File: src/rtl/instr_pkg.sv
// Shared instruction-format definitions for the fetch/decode slice.
// Widths, address-field rule and the opcode enum.
package instr_pkg;

  localparam int INSTR_WIDTH_DEF  = 32;
  localparam int OPCODE_WIDTH_DEF = 4;

  // Target-address field is everything below the opcode.
  function automatic int addr_width(input int iw, input int ow);
    return iw - ow;
  endfunction

  localparam int ADDR_WIDTH_DEF =
    addr_width(INSTR_WIDTH_DEF, OPCODE_WIDTH_DEF);

  typedef enum logic [OPCODE_WIDTH_DEF-1:0] {
    OP_NOP    = 4'h0,
    OP_LOAD   = 4'h1,
    OP_STORE  = 4'h2,
    OP_ADD    = 4'h3,
    OP_SUB    = 4'h4,
    OP_AND    = 4'h5,
    OP_OR     = 4'h6,
    OP_LDI    = 4'h7,
    OP_JUMP   = 4'h8,
    OP_BRANCH = 4'h9,
    OP_HALT   = 4'hf
  } opcode_e;

endpackage

File: src/rtl/instr_queue_storage.sv
// DEPTH x WIDTH register array: one write port, async read port.
// Ports: clock, we/waddr/wdata (write), raddr/rdata (read).
module instr_queue_storage #(
  parameter int WIDTH = 32,
  parameter int DEPTH = 4,
  parameter int PW    = $clog2(DEPTH)
) (
  input  logic             clock,
  input  logic             we,
  input  logic [PW-1:0]    waddr,
  input  logic [WIDTH-1:0] wdata,
  input  logic [PW-1:0]    raddr,
  output logic [WIDTH-1:0] rdata
);

  logic [WIDTH-1:0] mem [DEPTH];

  // No reset: stale words are masked by out_valid upstream.
  always_ff @(posedge clock) begin
    if (we) mem[waddr] <= wdata;
  end

  assign rdata = mem[raddr];

endmodule

File: src/rtl/instruction_queue_register.sv
// Instruction FIFO between fetch and decode, head split into fields.
// Ports: clock, reset, push side (register_input/in_valid/in_ready), flush, pop side (out_valid/out_ready/opcode/target_address), count.
module instruction_queue_register
  import instr_pkg::*;
#(
  parameter int INSTR_WIDTH  = INSTR_WIDTH_DEF,
  parameter int OPCODE_WIDTH = OPCODE_WIDTH_DEF,
  parameter int DEPTH        = 4,
  parameter int AW = addr_width(INSTR_WIDTH, OPCODE_WIDTH),
  parameter int PW = $clog2(DEPTH),
  parameter int CW = $clog2(DEPTH + 1)
) (
  input  logic                    clock,
  input  logic                    reset,
  input  logic [INSTR_WIDTH-1:0]  register_input,
  input  logic                    in_valid,
  output logic                    in_ready,
  input  logic                    flush,
  output logic                    out_valid,
  input  logic                    out_ready,
  output logic [OPCODE_WIDTH-1:0] opcode,
  output logic [AW-1:0]           target_address,
  output logic [CW-1:0]           count
);

  logic [PW-1:0]          wr_ptr;
  logic [PW-1:0]          rd_ptr;
  logic [INSTR_WIDTH-1:0] head;
  logic                   push;
  logic                   pop;

  // count alone decides full/empty; pointers may be equal in both.
  assign in_ready  = !reset && (count < CW'(DEPTH));
  assign out_valid = (count != '0);
  assign push      = in_valid && in_ready;
  assign pop       = out_valid && out_ready;

  always_ff @(posedge clock) begin
    if (reset || flush) begin
      wr_ptr <= '0;
      rd_ptr <= '0;
      count  <= '0;
    end else begin
      // DEPTH is a power of two, so pointer wrap is free.
      if (push) wr_ptr <= wr_ptr + PW'(1);
      if (pop)  rd_ptr <= rd_ptr + PW'(1);
      count <= count + CW'(push) - CW'(pop);
    end
  end

  instr_queue_storage #(
    .WIDTH (INSTR_WIDTH),
    .DEPTH (DEPTH),
    .PW    (PW)
  ) u_storage (
    .clock (clock),
    .we    (push && !flush),
    .waddr (wr_ptr),
    .wdata (register_input),
    .raddr (rd_ptr),
    .rdata (head)
  );

  assign opcode = out_valid
    ? head[INSTR_WIDTH-1 -: OPCODE_WIDTH] : '0;
  assign target_address = out_valid
    ? head[AW-1:0] : '0;

endmodule

File: config.mk
export PLATFORM = sky130hd
export DESIGN_NAME = instruction_queue_register
export DESIGN_NICKNAME = d
export VERILOG_FILES = /design/src/rtl/instr_pkg.sv /design/src/rtl/instr_queue_storage.sv /design/src/rtl/instruction_queue_register.sv
export SDC_FILE = /design/constraint.sdc
export NUM_CORES = 1
export LEC_CHECK = 0
export BUFFER_PORTS_ARGS = -buffer_cell sky130_fd_sc_hd__clkbuf_2
export CAP_MARGIN = 20
export CORE_AREA = 2 2 75 149
export DETAILED_ROUTE_END_ITERATION = 8
export DIE_AREA = 0 0 77 151
export PLACE_DENSITY = 0.74
export SLEW_MARGIN = 10
export SYNTH_ARGS = -nofsm -noshare
export SYNTH_HDL_FRONTEND = slang
export SYNTH_HIERARCHICAL = 1
export SYNTH_SLANG_ARGS = --single-unit
File: constraint.sdc
create_clock -name clock -period 3.5 [get_ports clock]
set_input_delay 0 -clock clock [delete_from_list [all_inputs] [get_ports clock]]
set_output_delay 0 -clock clock [all_outputs]
set_load 0.01 [all_outputs]
## After elaboration in Yosys (flattened, before gate mapping)

Memories as Yosys holds them, arrays and structs flattened. A register that Yosys moved wholly into a read port is not among the register bits.
Cells that the tools add are included.

| cells by class | value |
|---|---|
| add/sub/neg operators | 4 |
| mux-type cells | 6 |
| order comparisons | 1 |
| reduce and logical (&&, ||, !) cells | 8 |

Operator list:

| cell | count |
|---|---|
| 28-bit 2-to-1 mux | 1 |
| 2-bit by 1-bit adder with 2-bit output, second input constant | 2 |
| 1-bit logical AND | 4 |
| 2-bit 2-to-1 mux | 2 |
| 4-bit 2-to-1 mux | 1 |
| 3-bit by 1-bit adder with 3-bit output | 1 |
| 3-bit < comparator, second input constant | 1 |
| 3-bit nonzero test | 1 |
| 3-bit by 1-bit subtractor with 3-bit output | 1 |
| 1-bit zero test | 2 |
| 1-bit 2-to-1 mux | 2 |
| 1-bit logical OR | 1 |

| word-level totals | value |
|---|---|
| bits of input ports | 37 |
| memory bits (writable) | 128 |
| flip-flop bits (word level) | 7 |
| memories | 1 |
| output and inout port bits | 37 |

Memory list:

| name | words | width | read ports | clocked after memory_dff | wr ports | RTL line | RTL |
|---|---|---|---|---|---|---|---|
| u_storage.mem | 4 | 32 | 1 | 1 | 1 | instr_queue_storage.sv:16 | `logic [WIDTH-1:0] mem [DEPTH];` |

## Longest topological paths before layout

Gate-level depths: netlist (run 1).

| logic depth | value |
|---|---|
| depth after elaboration | 6 |
| gate-level depth with buffers | 9 |

## By module

The synthesis (run 1) kept the hierarchy.

By module, submodules not included:

| module | cells an instance | instances | area each (µm²) | seq. area each (µm²) |
|---|---|---|---|---|
| instr_queue_storage | 171 | 1 | 4689.5 | 3843.7 |
| instruction_queue_register | 76 | 1 | 573.0 | 140.1 |

## Worst setup path after synthesis (run 1)

OpenSTA, ideal clock, no wires.

| timing path | value |
|---|---|
| path type | input to register |
| start | in reset |
| end | mem u_storage.mem[0][0], enable pin |
| cell stages on the path | 4 |
| data arrival time | 3.160 ns |
| data required time | 3.032 ns |
| slack | -0.127 ns |
| library setup time | 0.468 ns |
| path through | or2_2 clkbuf_1 nor3b_1 nor3b_1 |

| on the way | value |
|---|---|
| longest elaborated chain between the ends | 6 |

RTL lines:

| element | RTL line | RTL |
|---|---|---|
| from (decl) | instruction_queue_register.sv:14 | `input logic reset,` |
| 1-bit zero test | instruction_queue_register.sv:33 | `assign in_ready = !reset && (count < CW'(DEPTH));` |
| 1-bit logical AND | instruction_queue_register.sv:33 |  |
| 1-bit logical AND | instruction_queue_register.sv:35 | `assign push = in_valid && in_ready;` |
| 1-bit logical AND | instruction_queue_register.sv:57 | `.we (push && !flush),` |
| 1-bit 2-to-1 mux | instr_queue_storage.sv:20 | `if (we) mem[waddr] <= wdata;` |
| 1-bit 2-to-1 mux (implied by the code) | instr_queue_storage.sv:20 |  |
| to (decl) | instr_queue_storage.sv:16 |  |

No other way between the ends.

==> results.sh, run 1 <==
export IMPL_outcome="finished, final reports clean"
export IMPL_timing_hold_worst_class="in2out"
export IMPL_layout_min_cycle_time_ns=2.42
export IMPL_leading_area_contributor_after_synthesis="sky130_fd_sc_hd__edfxtp_1"
export IMPL_synth_most_common_cell="sky130_fd_sc_hd__edfxtp_1"
export IMPL_routed_wirelength_um=9570
export IMPL_synth_yosys_seq_area_share_pct=75.7
export IMPL_die_area_mm2=0.0116
export IMPL_critical_path_cell_chain="buf_4, mux4_1, nor2b_1, clkbuf_2"
export IMPL_cts_repair_resize_count=0
export IMPL_timing_final_setup_violations=0
export IMPL_ios=74
export IMPL_diodes_inserted=0
export IMPL_cts_sinks=135
export IMPL_grt_pass1_wl_um=14900
export IMPL_tritoncts="done"
export IMPL_initial_utilization_pct=50.2
export IMPL_drt_iter0_markers=150
export IMPL_grt_max_degree=35
export IMPL_cellPowerDensity_mw_per_mm2=574
export IMPL_vdd_ir_drop_max_mv=0.464
export IMPL_detailedRoute_firstPassIterationCount=4
export IMPL_ys_async_rst_share_pct=0
export IMPL_final_cells=519
export IMPL_crit_arrival_ns=2.42
export IMPL_total_power_uw=3870
export IMPL_min_period_over_period_pct=69.2
export IMPL_ys_ff_latch=135
export IMPL_cellLeakagePower_uw=0.00236
export IMPL_rsz0062_at_grt="false"
export IMPL_synth_compound_area_share_pct=0.333
export IMPL_worst_skew_pair_late_latency_ns=0.42
export IMPL_crit_required_ns=3.50
export IMPL_number_of_nets_in_the_synthesized_netlist=287
export IMPL_chipWidth_um=77
export IMPL_num_vias=2665
export IMPL_post_route_cell_area_mm2=0.00674
export IMPL_top_ff_cell_synth="sky130_fd_sc_hd__edfxtp_1"
export IMPL_post_cts_repair_setup_buffers=0
export IMPL_skew_ns=0.0118
export IMPL_antenna_violating_nets_post_route=0
export IMPL_maxClockFrequency_ghz=0.413
export IMPL_yosys_cell_types=28
export IMPL_numPlacedInstances=450
export IMPL_vias_per_cell=5.13
export IMPL_yosysTopAreaCellShare_pct=73.0
export IMPL_grt_antenna_before_repair=0
export IMPL_tightest_slew_ns=0.871
export IMPL_synth_fa_ha_area_share_pct=0.856
export IMPL_cts_htree_levels=4
export IMPL_placed_cell_area_mm2=0.00575
export IMPL_cts_stage_hold_buffer_count=37
export IMPL_synth_avg_cell_area_um2=21.3
export IMPL_synth_cell_area_mm2=0.00526
export IMPL_synthSimpleGateAreaFrac_pct=5.94
export IMPL_timing_critical_path_max_delay_family="flip-flops"
export IMPL_slew_margin_rel_pct=41.9
export IMPL_ys_top_cells_by_area="sky130_fd_sc_hd__edfxtp_1, sky130_fd_sc_hd__mux4_2, sky130_fd_sc_hd__nor2b_1"
export IMPL_crit_path_end_kind="output port"
export IMPL_grt_remaining_overflow=0
export IMPL_post_drt_wl_per_cell_um=18.4
export IMPL_finalMaxSlewViolations=0
export IMPL_synthXorXnorAreaFrac_pct=0.832
export IMPL_setup_total_negative_slack_ns=0
export IMPL_floorplan_core_area_mm2=0.0105
export IMPL_gr_usage_all_layers_pct=17.9
export IMPL_synthToLayoutAreaGrowth_pct=28.0
export IMPL_max_cap_violations=0
export IMPL_timing_critical_path_fanout_max=19
export IMPL_fin_nets=409
export IMPL_finalHoldWorstSlack_ns=0.253
export IMPL_crit_path_top_delay_cell="sky130_fd_sc_hd__dfxtp_2"
export IMPL_fp_dieH_um=151
export IMPL_tritoncts_num_buffers=17
export IMPL_cts_root_buf="sky130_fd_sc_hd__clkbuf_16"
export IMPL_criticalPathCategory="reg2out"
export IMPL_cts_reportedPaths_clkPinSlew_ns=0.06
export IMPL_synth_edf_count=128
export IMPL_port_buffers=73
export IMPL_max_clock_path_buffers=2
export IMPL_number_of_placement_rows=53
export IMPL_critPathMaxStageDelay_ns=0.77
export IMPL_combinational_family_with_the_most_area_after_synthesis="multiplexers"
export IMPL_post_route_drc_count=0
export IMPL_layout_cell_share_with_drive_strength_beyond_1_pct=38.5
export IMPL_finalHoldViolCount=0
export IMPL_yosys_warn_count=6
export IMPL_grt_pass1_vias=2883
export IMPL_synthTopCellsByCount="sky130_fd_sc_hd__edfxtp_1, sky130_fd_sc_hd__nor2b_1, sky130_fd_sc_hd__mux4_2"
export IMPL_routabilityCongestion=0.728
export IMPL_multiplexer_fraction_of_the_synthesized_cell_area_pct=13.8
export IMPL_syn_inst=247
export IMPL_timing_critical_path_buf_inv=2
export IMPL_start_kind="flip-flop"
export IMPL_dp_final_hpwl_um=5660
[registers in the layout, summed over array words and instances (netlist names)]
register       cells
wr_ptr             2
count              3
u_storage/mem    128
rd_ptr             2
[report_power, final]
part / switching, uW / internal (uW)
Sequential: 14.0 / 1790
Combinational: 119 / 116
Clock: 688 / 1140
Total: 821 / 3050
[cells by family after synthesis]
group	count (synthesis)
adders and majority gates	3
xor gates and xnor gates	5
buffers and inverters	18
AOI/OAI and AO/OA	3
muxes	32
and+or+nand+nor	51
DFF	135
[tightest hold or removal path, stage by stage]
cell                       delay [ns]
sky130_fd_sc_hd__clkbuf_2        0.09
sky130_fd_sc_hd__nor2_1          0.04
sky130_fd_sc_hd__clkbuf_2        0.12
[per-stage QoR]
stage / util [%] / setup slack (ns)
2_1_floorplan: - / 1.00
3_3_place_gp: 54.9 / 1.31
3_5_place_dp: 54.9 / 1.21
4_1_cts: 64.3 / 0.989
5_1_grt: 64.3 / 0.901
6_report: 64.3 / 1.08
[layout by cell type (no fill, tap or decap), types with 3 or more instances in the layout]
cell	count
sky130_fd_sc_hd__bufinv_16	3
sky130_fd_sc_hd__clkbuf_2	73
sky130_fd_sc_hd__inv_6	6
sky130_fd_sc_hd__xnor2_1	3
sky130_fd_sc_hd__nor2b_1	32
sky130_fd_sc_hd__dlygate4sd3_1	37
sky130_fd_sc_hd__nor2_1	7
sky130_fd_sc_hd__edfxtp_1	128
sky130_fd_sc_hd__buf_4	4
sky130_fd_sc_hd__inv_1	7
sky130_fd_sc_hd__dfxtp_1	5
sky130_fd_sc_hd__clkinv_4	3
sky130_fd_sc_hd__mux4_2	30
sky130_fd_sc_hd__clkbuf_16	17
[worst paths after layout]
path                                 from        end  slack [ns]  cells after the start
worst max register to register   count[2]   count[2]        1.20                      9
worst max-delay path            rd_ptr[0]  opcode[3]        1.08                      4
worst min-delay path                reset   in_ready        0.25                      3
worst min register to register  wr_ptr[0]  wr_ptr[0]        0.64                      2
[metal layers]
layer,part of all wire (%),track usage (%),up-vias
li1,-,-,1231
met1,36,18.4,1359
met2,59,33.3,61
met3,3.2,4.95,14
met4,2.3,8.39,0
met5,0,0,-
[layout make-up]
cell class | count | area [um2]
clock buffer | 17 | 425
clock inverter | 15 | 193
fill | 765 | 3740
inverter | 7 | 26.3
multi-input combinational | 94 | 1170
sequential | 135 | 3990
tap | 137 | 171
timing repair buffer | 114 | 766
(Power assumes the default switching activity.)
==> inputs of run 2 (changes only) <==
CORE_AREA = 2 2 72 143   (was 2 2 75 149)
DIE_AREA = 0 0 74 145   (was 0 0 77 151)
PLACE_DENSITY = 0.76   (was 0.74)
clock period = 2.4 ns   (was 3.5 ns; I/O delays follow)
==> run 2 against run 1 <==
Effect of this change: highest routed layer unchanged; clock power increased by 54%; register-to-register slack got worse by 1.1 ns; worst hold slack improved by 0.012 ns; critical endpoint is now count[2]; largest power group unchanged; largest cell class unchanged; power increased by 50%; clock-buffer cell count unchanged; sequential cell count unchanged; sequential power increased by 46%; combinational power increased by 54%; utilization increased by 6.8 points; die area decreased by 7.7%.
==> results.sh, run 2 (same netlist as run 1, synthesis figures left out) <==
export IMPL_fin_nets=417
export IMPL_routabilityCongestion=0.733
export IMPL_slew_margin_rel_pct=58.6
export IMPL_top_register_by_number_of_flip_flops="u_storage/mem"
export IMPL_cts_reportedPaths_clkPinSlew_ns=0.06
export IMPL_finalMaxSlewViolations=0
export IMPL_tightest_slew_ns=0.619
export IMPL_cts_sinks=135
export IMPL_highest_metal_layer_with_signal_wires="met4"
export IMPL_num_vias=2741
export IMPL_layout_cell_share_with_drive_strength_beyond_1_pct=40.0
export IMPL_post_route_drc_count=0
export IMPL_timing_critical_path_fanout_max=5
export IMPL_post_drt_wl_per_cell_um=18.6
export IMPL_vdd_ir_drop_max_mv=0.722
export IMPL_floorplan_core_area_mm2=0.00964
export IMPL_met3WireLength_um=402
export IMPL_tritoncts="done"
export IMPL_ios=74
export IMPL_fp_dieH_um=145
export IMPL_preCtsSetupSlack_ns=0.0784
export IMPL_number_of_placement_rows=51
export IMPL_post_route_cell_area_mm2=0.00685
export IMPL_criticalPathCategory="reg2reg"
export IMPL_antenna_violating_nets_post_route=0
export IMPL_placed_cell_area_mm2=0.00583
export IMPL_grt_antenna_before_repair=0
export IMPL_critical_path_cell_chain="o31ai_2, inv_1, ha_1, inv_1, ha_1, fa_1, xnor2_1, xnor2_1, nor2_1"
export IMPL_initial_utilization_pct=54.6
export IMPL_gr_usage_all_layers_pct=20.0
export IMPL_chipWidth_um=74
export IMPL_layout_top_registers="u_storage/mem (128), count (3)"
export IMPL_skew_ns=0.00853
export IMPL_crit_arrival_ns=2.59
export IMPL_fillCellCount=566
export IMPL_timing_final_setup_violations=0
export IMPL_grt_remaining_overflow=0
export IMPL_routed_wirelength_um=9720
export IMPL_detailedRoute_firstPassIterationCount=4
export IMPL_start_kind="flip-flop"
export IMPL_vias_per_cell=5.25
export IMPL_met1Wirelength_um=3620
export IMPL_finalHoldViolCount=0
export IMPL_timing_hold_worst_class="in2out"
export IMPL_outcome="finished, final reports clean"
export IMPL_max_clock_path_buffers=2
export IMPL_max_cap_violations=0
export IMPL_worst_r2r_setup_slack_ns=0.09
export IMPL_maxClockFrequency_ghz=0.434
export IMPL_cellLeakagePower_uw=0.00241
export IMPL_cts_root_buf="sky130_fd_sc_hd__clkbuf_16"
export IMPL_largest_register_ff_count=128
export IMPL_grt_max_degree=33
export IMPL_cellPowerDensity_mw_per_mm2=845
export IMPL_final_setup_worst_slack_ns=0.0936
export IMPL_crit_path_top_delay_cell="sky130_fd_sc_hd__fa_1"
export IMPL_min_period_over_period_pct=96.1
export IMPL_drt_iter0_markers=228
export IMPL_tritoncts_num_buffers=17
export IMPL_crit_required_ns=2.69
export IMPL_die_area_mm2=0.0107
export IMPL_layout_min_cycle_time_ns=2.31
export IMPL_grt_pass1_vias=3001
export IMPL_critPathMaxStageDelay_ns=0.41
export IMPL_wl_met2_um=5600
export IMPL_port_buffers=73
export IMPL_cts_htree_levels=4
export IMPL_grt_pass1_wl_um=15300
export IMPL_crit_path_end_kind="flip-flop"
export IMPL_worst_skew_pair_late_latency_ns=0.41
export IMPL_post_cts_repair_setup_buffers=0
export IMPL_dp_final_hpwl_um=5840
export IMPL_finalHoldWorstSlack_ns=0.265
export IMPL_synthToLayoutAreaGrowth_pct=30.2
export IMPL_layout_commonest_cell="sky130_fd_sc_hd__edfxtp_1"
export IMPL_diodes_inserted=0
export IMPL_final_cell_mix="sky130_fd_sc_hd__edfxtp_1, sky130_fd_sc_hd__clkbuf_2, sky130_fd_sc_hd__dlygate4sd3_1"
## run 2: cell count changes in the layout (fill, tap and decap cells not counted), sizes merged
| cell | delta |
|---|---|
| buf | +9 |
| inv | -4 |
| bufinv | +2 |
| clkinvlp | +2 |
| dlygate4sd3 | -1 |
## run 2: layer usage
| layer | up-vias | global-route usage (%) |
|---|---|---|
| met1 | 1402 | 22.3 |
| li1 | 1247 | - |
| met5 | - | 0 |
| met2 | 86 | 34.4 |
| met3 | 6 | 6.39 |
| met4 | 0 | 8.00 |
## run 2: per-stage QoR
stage	TNS, ns	util [%]	total power [uW]	cells
after floorplan	0	-	2840	247
after CTS	0	71.0	5850	522
after detailed placement	0	60.6	2990	454
after global placement	0	60.6	2980	454
after global routing	-0.0202	71.1	5990	522
final	0	71.1	5790	522
## run 2: timing repair
| action | 4_1_cts | 5_1_grt |
|---|---|---|
| setup endpoints to repair | 0 | 1 |
| hold buffers | 36 | 0 |
| endpoints found under the hold margin | 135 | 0 |
| resized for setup | 0 | 1 |
## run 2: path summary, 6_finish.rpt
kind / cells after the start / to / start
max: 9 / count[2] / count[1]
min: 3 / in_ready / reset
max reg2reg: 9 / count[2] / count[1]
min reg2reg: 2 / wr_ptr[1] / wr_ptr[1]
## run 2: worst max-delay path: cells and delay by family, from the launching register on
family,cells,cell delay [ns]
buffers and inverters,2,0.14
AOI/OAI and AO/OA,1,0.36
xor gates and xnor gates,2,0.35
adders and majority gates,3,0.90
and+or+nand+nor,1,0.06
DFF,1,0.38
## run 2: where the power goes
group          internal (uW)  switching [uW]  total [uW]
combinational            177             184         361
clock                   1850             957        2810
sequential              2610            14.3        2620
## run 2: area by class of cell
type	count	area [um2]	share of cell area [%]
Inverter	7	26.3	0.384
Multi-Input combinational cell	94	1170	17.1
Clock inverter	15	225	3.29
Sequential cell	135	3990	58.2
Clock buffer	17	425	6.21
Tap cell	132	165	2.41
Timing Repair Buffer	122	848	12.4
==> inputs of run 3 (changes only) <==
==> constraint.sdc (replaced) <==
create_clock -name clock -period 2.4 [get_ports clock]
set_input_delay 0.24 -clock clock [delete_from_list [all_inputs] [get_ports clock]]
set_output_delay 0.24 -clock clock [all_outputs]
set_load 0.01 [all_outputs]
==> run 3 against run 2 <==
Effect of this change: non-clock buffer count shrank 37; clock-buffer cell count rose by 1; routed wire length shrank 3.6%; die area is the same; sequential power hardly changed; worst hold slack lost 0.22 ns; global-route usage decreased by 0.66 points; critical path type unchanged; largest cell class unchanged; largest power group is now sequential cells.
==> results.sh, run 3 (same netlist as run 1, synthesis figures left out) <==
export IMPL_worst_r2r_setup_slack_ns=0.12
export IMPL_placed_cell_area_mm2=0.00586
export IMPL_cellPowerDensity_mw_per_mm2=827
export IMPL_timing_hold_worst_class="in2reg"
export IMPL_timing_hold_worst_start="register_input[28]"
export IMPL_gr_usage_all_layers_pct=19.4
export IMPL_skew_ns=0.00358
export IMPL_grt_pass1_vias=2827
export IMPL_setup_total_negative_slack_ns=0
export IMPL_timing_critical_path_fanout_max=5
export IMPL_critical_path_cell_chain="o31ai_2, inv_1, ha_1, inv_1, ha_1, fa_1, xnor2_2, xnor2_1, nor2_1"
export IMPL_crit_path_end_kind="flip-flop"
export IMPL_cts_htree_levels=4
export IMPL_post_drt_wl_per_cell_um=19.3
export IMPL_tritoncts="done"
export IMPL_finalMaxSlewViolations=0
export IMPL_tightest_slew_ns=0.537
export IMPL_crit_start="count[1]"
export IMPL_worst_r2r_startpoint="count[1]"
export IMPL_grt_remaining_overflow=0
export IMPL_floorplan_core_area_mm2=0.00964
export IMPL_grt_pass1_wl_um=14600
export IMPL_routabilityCongestion=0.748
export IMPL_routed_wirelength_um=9370
export IMPL_chipWidth_um=74
export IMPL_cts_sinks=135
export IMPL_die_area_mm2=0.0107
export IMPL_timing_final_setup_violations=0
export IMPL_fin_nets=380
export IMPL_crit_required_ns=2.70
export IMPL_holdPathStages=1
export IMPL_maxClockFrequency_ghz=0.439
export IMPL_critPathMaxStageDelay_ns=0.45
export IMPL_detailedRoute_firstPassIterationCount=4
export IMPL_num_vias=2594
export IMPL_vdd_ir_drop_max_mv=0.807
export IMPL_layout_top_registers="u_storage/mem (128), count (3)"
export IMPL_worst_hold_end="u_storage/mem[0][28]"
export IMPL_crit_arrival_ns=2.58
export IMPL_vias_per_cell=5.34
export IMPL_tritoncts_num_buffers=17
export IMPL_max_cap_violations=0
export IMPL_post_route_drc_count=0
export IMPL_final_cell_mix="sky130_fd_sc_hd__edfxtp_1, sky130_fd_sc_hd__clkbuf_2, sky130_fd_sc_hd__nor2b_1"
export IMPL_dp_final_hpwl_um=6110
export IMPL_slew_margin_rel_pct=64.1
export IMPL_largest_register_ff_count=128
export IMPL_synthToLayoutAreaGrowth_pct=22.3
export IMPL_start_kind="flip-flop"
export IMPL_top_register_by_number_of_flip_flops="u_storage/mem"
export IMPL_fp_dieH_um=145
export IMPL_worst_skew_pair_late_latency_ns=0.41
export IMPL_initial_utilization_pct=54.6
export IMPL_max_clock_path_buffers=2
export IMPL_antenna_violating_nets_post_route=0
export IMPL_ios=74
export IMPL_min_period_over_period_pct=94.8
export IMPL_crit_path_top_delay_cell="sky130_fd_sc_hd__fa_1"
export IMPL_post_route_cell_area_mm2=0.00644
export IMPL_number_of_placement_rows=51
export IMPL_cts_reportedPaths_clkPinSlew_ns=0.06
export IMPL_regToRegEndpoint="count[2]"
export IMPL_grt_max_degree=33
export IMPL_outcome="finished, final reports clean"
export IMPL_cellLeakagePower_uw=0.00221
export IMPL_grt_antenna_before_repair=1
export IMPL_layout_commonest_cell="sky130_fd_sc_hd__edfxtp_1"
export IMPL_layout_min_cycle_time_ns=2.28
export IMPL_criticalPathCategory="reg2reg"
export IMPL_drt_iter0_markers=191
export IMPL_ff2ff_path_depth=9
export IMPL_cts_root_buf="sky130_fd_sc_hd__clkbuf_16"
export IMPL_layout_cell_share_with_drive_strength_beyond_1_pct=43.9
export IMPL_rsz0062_at_grt="false"
export IMPL_finalHoldViolCount=0
export IMPL_port_buffers=73
run 3: changes by cell type in the layout (fill, tap and decap cells not counted):
cell and delta:
sky130_fd_sc_hd__bufinv_16 -4, sky130_fd_sc_hd__xnor2_2 +1, sky130_fd_sc_hd__dlygate4sd3_1 -36, sky130_fd_sc_hd__buf_4 -4, sky130_fd_sc_hd__xnor2_1 -1, sky130_fd_sc_hd__clkinv_2 -1, sky130_fd_sc_hd__clkbuf_1 +1, sky130_fd_sc_hd__inv_6 -1
sky130_fd_sc_hd__clkinvlp_4 +5, sky130_fd_sc_hd__diode_2 +1, sky130_fd_sc_hd__buf_12 +3
run 3: report_power, final:
group | total, uW | internal, uW | switching [uW]
logic | 316 | 143 | 173
clock network | 2380 | 1420 | 955
registers | 2630 | 2610 | 16.5
run 3: per-stage QoR:
stage | utilization (%) | worst slack [ns] | hold WS, ns | total power (uW) | std cells
after floorplan | - | 0.0617 | 0.339 | 2840 | 247
after global placement | 60.9 | 0.268 | 0.455 | 2980 | 453
after detailed placement | 60.9 | 0.130 | 0.459 | 2990 | 453
after CTS | 66.7 | 0.0495 | 0.0264 | 5370 | 485
after global routing | 66.8 | 0.00651 | 0.0370 | 5510 | 486
final | 66.8 | 0.124 | 0.0428 | 5320 | 486
run 3: worst max-delay path by stage:
stage | cells past startpoint | slack [ns] | to
2_1_floorplan | 4 | 0.06 | u_storage/mem[0][0]
4_1_cts | 9 | 0.05 | count[2]
6_report | 9 | 0.12 | count[2]
5_1_grt | 9 | 0.007 | count[2]
3_3_place_gp | 9 | 0.27 | count[2]
3_5_place_dp | 9 | 0.13 | count[2]
run 3: worst max-delay path, delay by kind of cell (launching register included):
| kind | cells | cell delay, ns |
|---|---|---|
| compound gates | 1 | 0.32 |
| simple gates | 1 | 0.06 |
| flops | 1 | 0.40 |
| buf+inv | 2 | 0.12 |
| xor+xnor | 2 | 0.36 |
| fa+ha+maj | 3 | 0.91 |
run 3: repair_timing:
item | in CTS | in global routing
endpoints found under the hold margin | 0 | 0
setup endpoints to repair | 0 | 1
setup buffers | 0 | 0
hold buffers | 0 | 0
gates resized for setup | 0 | 2
run 3: cell type report:
type	count	area, um2
Timing Repair Buffer	85	518
Multi-Input combinational cell	94	1180
Fill cell	627	3200
Sequential cell	135	3990
Inverter	7	26.3
Tap cell	132	165
Clock inverter	14	129
Clock buffer	18	429
Antenna cell	1	2.50
run 3: metal layers:
layer,wire [um],global-route usage (%),vias to the layer above
met2,5340,34.2,68
met3,365,6.04,28
met5,0,0,-
met1,3360,20.2,1324
li1,-,-,1174
met4,306,8.45,0
